===== src/rtl/bp_lce_req_arbiter.sv =====
// bp_lce_req_arbiter: round-robin, credit-limited sharing of one ready_then LCE request port.
// Optional BP_LCE_REQ_ARB_PERF_EN adds grant_count_o and stall_o.
module bp_lce_req_arbiter #(
    parameter  int num_req_p     = 2,
    parameter  int msg_width_p   = 512,
    parameter  int credits_p     = 8,
    localparam int lg_num_req_lp = (num_req_p > 1) ? $clog2(num_req_p) : 1,
    localparam int cnt_width_lp  = $clog2(credits_p + 1)
) (
    input  logic                             clk_i,
    input  logic                             reset_n_i,
    input  logic [num_req_p-1:0]             req_pending_i,
    input  logic [num_req_p*msg_width_p-1:0] req_i,
    input  logic [num_req_p-1:0]             req_v_i,
    output logic [num_req_p-1:0]             req_ready_then_o,
    input  logic [num_req_p-1:0]             complete_i,
    output logic [num_req_p-1:0]             credits_full_o,
    output logic [num_req_p-1:0]             credits_empty_o,
    output logic [msg_width_p-1:0]           lce_req_o,
    output logic                             lce_req_v_o,
    input  logic                             lce_req_ready_then_i
`ifdef BP_LCE_REQ_ARB_PERF_EN
   ,output logic [num_req_p*32-1:0]          grant_count_o
   ,output logic                             stall_o
`endif
);

    typedef enum logic [1:0] {e_reset, e_arb, e_grant} state_e;

    state_e                   state_q, state_d;
    logic [lg_num_req_lp-1:0] owner_q, owner_d, rr_ptr_q, rr_ptr_d, winner;
    logic [cnt_width_lp-1:0]  count_q [num_req_p];
    logic [cnt_width_lp-1:0]  count_d [num_req_p];
    logic [num_req_p-1:0]     eligible;
    logic                     any_eligible;

    assign eligible = req_pending_i & ~credits_full_o;

    // Descending scan so the lowest offset from rr_ptr_q wins.
    always_comb begin
        winner       = rr_ptr_q;
        any_eligible = 1'b0;
        for (int k = num_req_p - 1; k >= 0; k--) begin
            if (eligible[(int'(rr_ptr_q) + k) % num_req_p]) begin
                winner       = lg_num_req_lp'((int'(rr_ptr_q) + k) % num_req_p);
                any_eligible = 1'b1;
            end
        end
    end

    always_comb begin
        state_d          = state_q;
        owner_d          = owner_q;
        rr_ptr_d         = rr_ptr_q;
        req_ready_then_o = '0;
        lce_req_v_o      = 1'b0;
        lce_req_o        = '0;
        case (state_q)
            e_reset: state_d = e_arb;
            e_arb: begin
                if (any_eligible) begin
                    owner_d = winner;
                    state_d = e_grant;
                end
            end
            e_grant: begin
                req_ready_then_o[owner_q] = lce_req_ready_then_i;
                lce_req_v_o               = req_v_i[owner_q] & lce_req_ready_then_i;
                lce_req_o                 = lce_req_v_o ? req_i[int'(owner_q)*msg_width_p +: msg_width_p] : '0;
                if (lce_req_v_o) begin
                    rr_ptr_d = (owner_q == lg_num_req_lp'(num_req_p - 1)) ? '0 : owner_q + 1'b1;
                    state_d  = e_arb;
                end else if (!req_pending_i[owner_q]) begin
                    state_d = e_arb;
                end
            end
            default: state_d = e_reset;
        endcase
    end

    // A send and a completion in the same cycle cancel out.
    always_comb begin
        for (int i = 0; i < num_req_p; i++) begin
            count_d[i]         = count_q[i];
            credits_full_o[i]  = count_q[i] == cnt_width_lp'(credits_p);
            credits_empty_o[i] = count_q[i] == '0;
            if (lce_req_v_o && int'(owner_q) == i && !(complete_i[i] && count_q[i] != '0))
                count_d[i] = count_q[i] + cnt_width_lp'(1);
            else if (!(lce_req_v_o && int'(owner_q) == i) && complete_i[i] && count_q[i] != '0)
                count_d[i] = count_q[i] - cnt_width_lp'(1);
        end
    end

    always_ff @(posedge clk_i or negedge reset_n_i) begin
        if (!reset_n_i) begin
            state_q  <= e_reset;
            owner_q  <= '0;
            rr_ptr_q <= '0;
            for (int i = 0; i < num_req_p; i++) count_q[i] <= '0;
        end else begin
            state_q  <= state_d;
            owner_q  <= owner_d;
            rr_ptr_q <= rr_ptr_d;
            for (int i = 0; i < num_req_p; i++) count_q[i] <= count_d[i];
        end
    end

    a_v_needs_ready: assert property (@(posedge clk_i) disable iff (!reset_n_i)
        (req_v_i & ~req_ready_then_o) == '0);
    a_no_credit_underflow: assert property (@(posedge clk_i) disable iff (!reset_n_i)
        (complete_i & credits_empty_o) == '0);

`ifdef BP_LCE_REQ_ARB_PERF_EN
    logic [31:0] grant_cnt_q [num_req_p];

    always_ff @(posedge clk_i or negedge reset_n_i) begin
        if (!reset_n_i) begin
            for (int i = 0; i < num_req_p; i++) grant_cnt_q[i] <= '0;
        end else begin
            for (int i = 0; i < num_req_p; i++)
                if (lce_req_v_o && int'(owner_q) == i && grant_cnt_q[i] != '1)
                    grant_cnt_q[i] <= grant_cnt_q[i] + 32'd1;
        end
    end

    for (genvar g = 0; g < num_req_p; g++) begin : g_perf
        assign grant_count_o[g*32 +: 32] = grant_cnt_q[g];
    end

    assign stall_o = (state_q == e_grant) & ~lce_req_ready_then_i;
`endif

endmodule


===== config.mk =====
export PLATFORM = sky130hd
export DESIGN_NAME = bp_lce_req_arbiter
export DESIGN_NICKNAME = d
export VERILOG_FILES = /design/src/rtl/bp_lce_req_arbiter.sv
export SDC_FILE = /design/constraint.sdc
export NUM_CORES = 1
export LEC_CHECK = 0
export ABC_AREA = 1
export BUFFER_PORTS_ARGS = -buffer_cell sky130_fd_sc_hd__buf_4
export CAP_MARGIN = 30
export CORE_AREA = 10 10 589 591
export CTS_CLUSTER_DIAMETER = 40
export DETAILED_ROUTE_END_ITERATION = 16
export DIE_AREA = 0 0 599 601
export PLACE_DENSITY = 0.3
export SLEW_MARGIN = 20
export SYNTH_ARGS = -nofsm -noshare
export SYNTH_HDL_FRONTEND = slang
export SYNTH_SLANG_ARGS = --single-unit

===== constraint.sdc =====
create_clock -name clk_i -period 1.9 [get_ports clk_i]
set_input_delay 0.19 -clock clk_i [delete_from_list [all_inputs] [get_ports clk_i]]
set_output_delay 0.19 -clock clk_i [all_outputs]
set_load 0.1 [all_outputs]

==> impl_metrics.env <==
export IMPL_antenna_found_initial=326
export IMPL_p_leak_nw=14.19
export IMPL_critPathCaptureType="primary output"
export IMPL_place_area_mm2=0.02968
export IMPL_cts_root_buffer="clkbuf_16"
export IMPL_cts_sinks=12
export IMPL_synth_top_area_share_pct=43.63
export IMPL_crit_type="reg -> out"
export IMPL_rows=213
export IMPL_synthFlopType="dfrtp_1"
export IMPL_grt_total_usage_pct=14.26
export IMPL_synth_seq_cells=12
export IMPL_swShare_pct=66.69
export IMPL_start_kind="register"
export IMPL_cts_made_buffers=3
export IMPL_drt_initial_drc_count=1683
export IMPL_hp_class="in -> reg"
export IMPL_first_global_vias=20323
export IMPL_netlist_cell_type_count=28
export IMPL_grt_max_degree=69
export IMPL_synth_nets=2862
export IMPL_violations="negative setup slack"
export IMPL_grt_pass1_wl_um=318100
export IMPL_final_setup_viol_count=519
export IMPL_core_area_mm2=0.3353
export IMPL_slew_viol_final=0
export IMPL_clkPwrFrac_pct=2.2
export IMPL_io_pins=1552
export IMPL_reg2reg_depth=9
export IMPL_hold_depth=4
export IMPL_area_growth_pct=251.3
export IMPL_report_final_hold_viol_count=0
export IMPL_power_frac_seq_pct=2.4
export IMPL_cts_tree="yes"
export IMPL_wire_per_inst_um=35.00
export IMPL_drc=0
export IMPL_htreeDepth=1
export IMPL_port_buffer_count=1551
export IMPL_cpPeakStageDelay_ns=0.46
export IMPL_crit_top_cell="buf_12"
export IMPL_period_share_pct=124.3
export IMPL_fp_dieW_um=599
export IMPL_synth_top_area_cell="nand2_1"
export IMPL_hold_slack_ns=0.4045
export IMPL_post_route_util_pct=9.601
export IMPL_gr_total_overflow=0
export IMPL_layout_drive_gt1_share_pct=70.21
export IMPL_worstPathMaxFanout=24
export IMPL_grt_setup_unrepaired="yes"
export IMPL_worstMarginPinSlew_ns=0.3813
export IMPL_crit_path_cell_trace="inv_8, nand3_4, nand2_4, nand3_4, clkinv_16, buf_12, buf_12, buf_4, nand2_1, nand2_2, buf_12"
export IMPL_synthCells=1823
export IMPL_slowest_stage="dfrtp_2"
export IMPL_async_reset_ff_share_pct=100.0
export IMPL_fin_crit_ns=2.362
export IMPL_nFillCells=39303
export IMPL_cp_required_ns=1.71
export IMPL_maxCapViolCount=0
export IMPL_synth_seq_area_share_pct=3.277
export IMPL_synth_edff_count=0
export IMPL_netlist_top_cells_area="nand2_1, nand3_1, nand3_2"
export IMPL_power_density_mw_per_mm2=614.1
export IMPL_first_pass_iters=5
export IMPL_p_switching_mw=13.18
export IMPL_clkLatencyLatePin_ns=0.24
export IMPL_final_common_cell="buf_4"
export IMPL_fmaxAchievable_mhz=423.4
export IMPL_finClkSkew_ns=0.0009816
export IMPL_path_clk_slew_ns=0.05
export IMPL_fin_area_mm2=0.03219
export IMPL_syn_area_mm2=0.009163
export IMPL_layout_common_cells="buf_4, nand2_1, nand2_2, nand3_1, buf_12"
export IMPL_power_internal_mw=6.585
export IMPL_dieArea_mm2=0.3600
export IMPL_syn_avg_cell_area_um2=5.026
export IMPL_vdd_ir_drop_worst_uv=383.9
export IMPL_routabilityCongestion=1.013
export IMPL_start_util_pct=2.733
export IMPL_die_h_um=601
export IMPL_yosys_warnings=0
export IMPL_nNetsFinal=4417
export IMPL_postRouteAntennaNets=0
export IMPL_dp_slack_ns=-0.5702
export IMPL_p_comb_share_pct=95.4
export IMPL_wirelength_um=274300
export IMPL_cp_arrival_ns=2.17
export IMPL_slew_headroom_pct=74.79
export IMPL_viasPerCell=2.706
export IMPL_clockBufferDepth=2
export IMPL_status="finished, violations left"
export IMPL_hpwl_um=259400
export IMPL_vias=21209
export IMPL_layout_setup_ws_ns=-0.4619
-- cell type report --
cell class              count  area (um^2)  area share [%]
repair buffers           1720        17130           53.21
multi-input cells        1621         8886           27.61
well taps                4407         5514           17.13
flip-flops and latches     12        301.5          0.9368
inverters                  20        135.1          0.4198
diodes                     54        135.1          0.4198
clock buffers               4        88.84          0.2760
-- per-layer routing --
layer | vias to the layer above | global-route usage, % | share of wire (%)
met5 | - | 0 | 0.54
met4 | 222 | 2.234 | 3.1
met3 | 700 | 7.863 | 12
met2 | 1488 | 28.26 | 54
met1 | 9768 | 12.62 | 30
li1 | 9031 | - | -
-- flip-flops by register name (all words and copies together) (netlist names) --
register  flops
state_q       2
rr_ptr_q      1
count_q       8
owner_q       1
-- final timing paths --
path / startpoint / endpoint / slack (ns)
max: owner_q / lce_req_o[197] / -0.46
min: req_pending_i[0] / owner_q / 0.40
max reg2reg: owner_q / count_q[6] / -0.24
min reg2reg: rr_ptr_q / rr_ptr_q / 0.49
max in group asynchronous: reset_n_i / owner_q / 1.24
min in group asynchronous: reset_n_i / state_q[0] / 0.47
-- critical path, delay by kind of cell, from the launching register on --
kind	cells	cell delay, ns
buffers and inverters	6	0.91
AND/OR/NAND/NOR	5	0.47
flip-flops	1	0.46
-- logic make-up (layout without fill, tap and decap cells) --
kind of cell    after synthesis  count (layout)  synth area share, %
buf+inv                     190            1744                16.69
other cells                   0              54                    0
flops                        12              12                3.277
mux                           1               1               0.1092
fa+ha+maj                     6               6               0.9832
xor+xnor                      2               2               0.1912
simple gates               1600            1600                77.99
compound gates               12              12               0.7647
-- what timing repair did --
item | CTS | global route
pin swaps | 4 | 6
gates resized for setup | 229 | 235
buffers inserted | 4 | 8
hold buffers | 1 | 0
cloned | 2 | 6
endpoints found under the setup margin | 519 | 520
hold endpoints to repair | 12 | 0
-- through the flow --
step	total power, mW	setup TNS, ns	std cells
2_1_floorplan	11.13	-0.2992	1823
3_3_place_gp	18.22	-156.36	7759
3_5_place_dp	18.27	-168.97	7759
4_1_cts	19.24	-235.88	7770
5_1_grt	20.61	-233.47	7804
6_report	19.77	-178.97	7838
-- power groups by stage --
| stage | logic [mW] | registers [mW] | clock network [mW] |
|---|---|---|---|
| 2_1_floorplan | 10.6 | 0.487 | 0 |
| 5_1_grt | 19.6 | 0.494 | 0.469 |
| 6_report | 18.9 | 0.477 | 0.437 |
| 4_1_cts | 18.3 | 0.478 | 0.454 |
| 3_3_place_gp | 17.7 | 0.471 | 0 |
| 3_5_place_dp | 17.8 | 0.476 | 0 |
-- cells in the mapped netlist (2+ instances only) --
library cell / instances
buf_6: 55
a21oi_1: 2
fa_1: 2
buf_4: 49
inv_4: 2
buf_2: 32
nor2_1: 7
o21ai_0: 6
nand3_1: 427
nor3_1: 4
xor2_1: 2
buf_1: 18
inv_1: 17
nand2_1: 1065
clkbuf_1: 5
buf_12: 10
ha_1: 4
nand4_1: 2
a21o_1: 4
dfrtp_1: 12
nand3_2: 91
No activity file was read; power rests on OpenSTA's default activity.
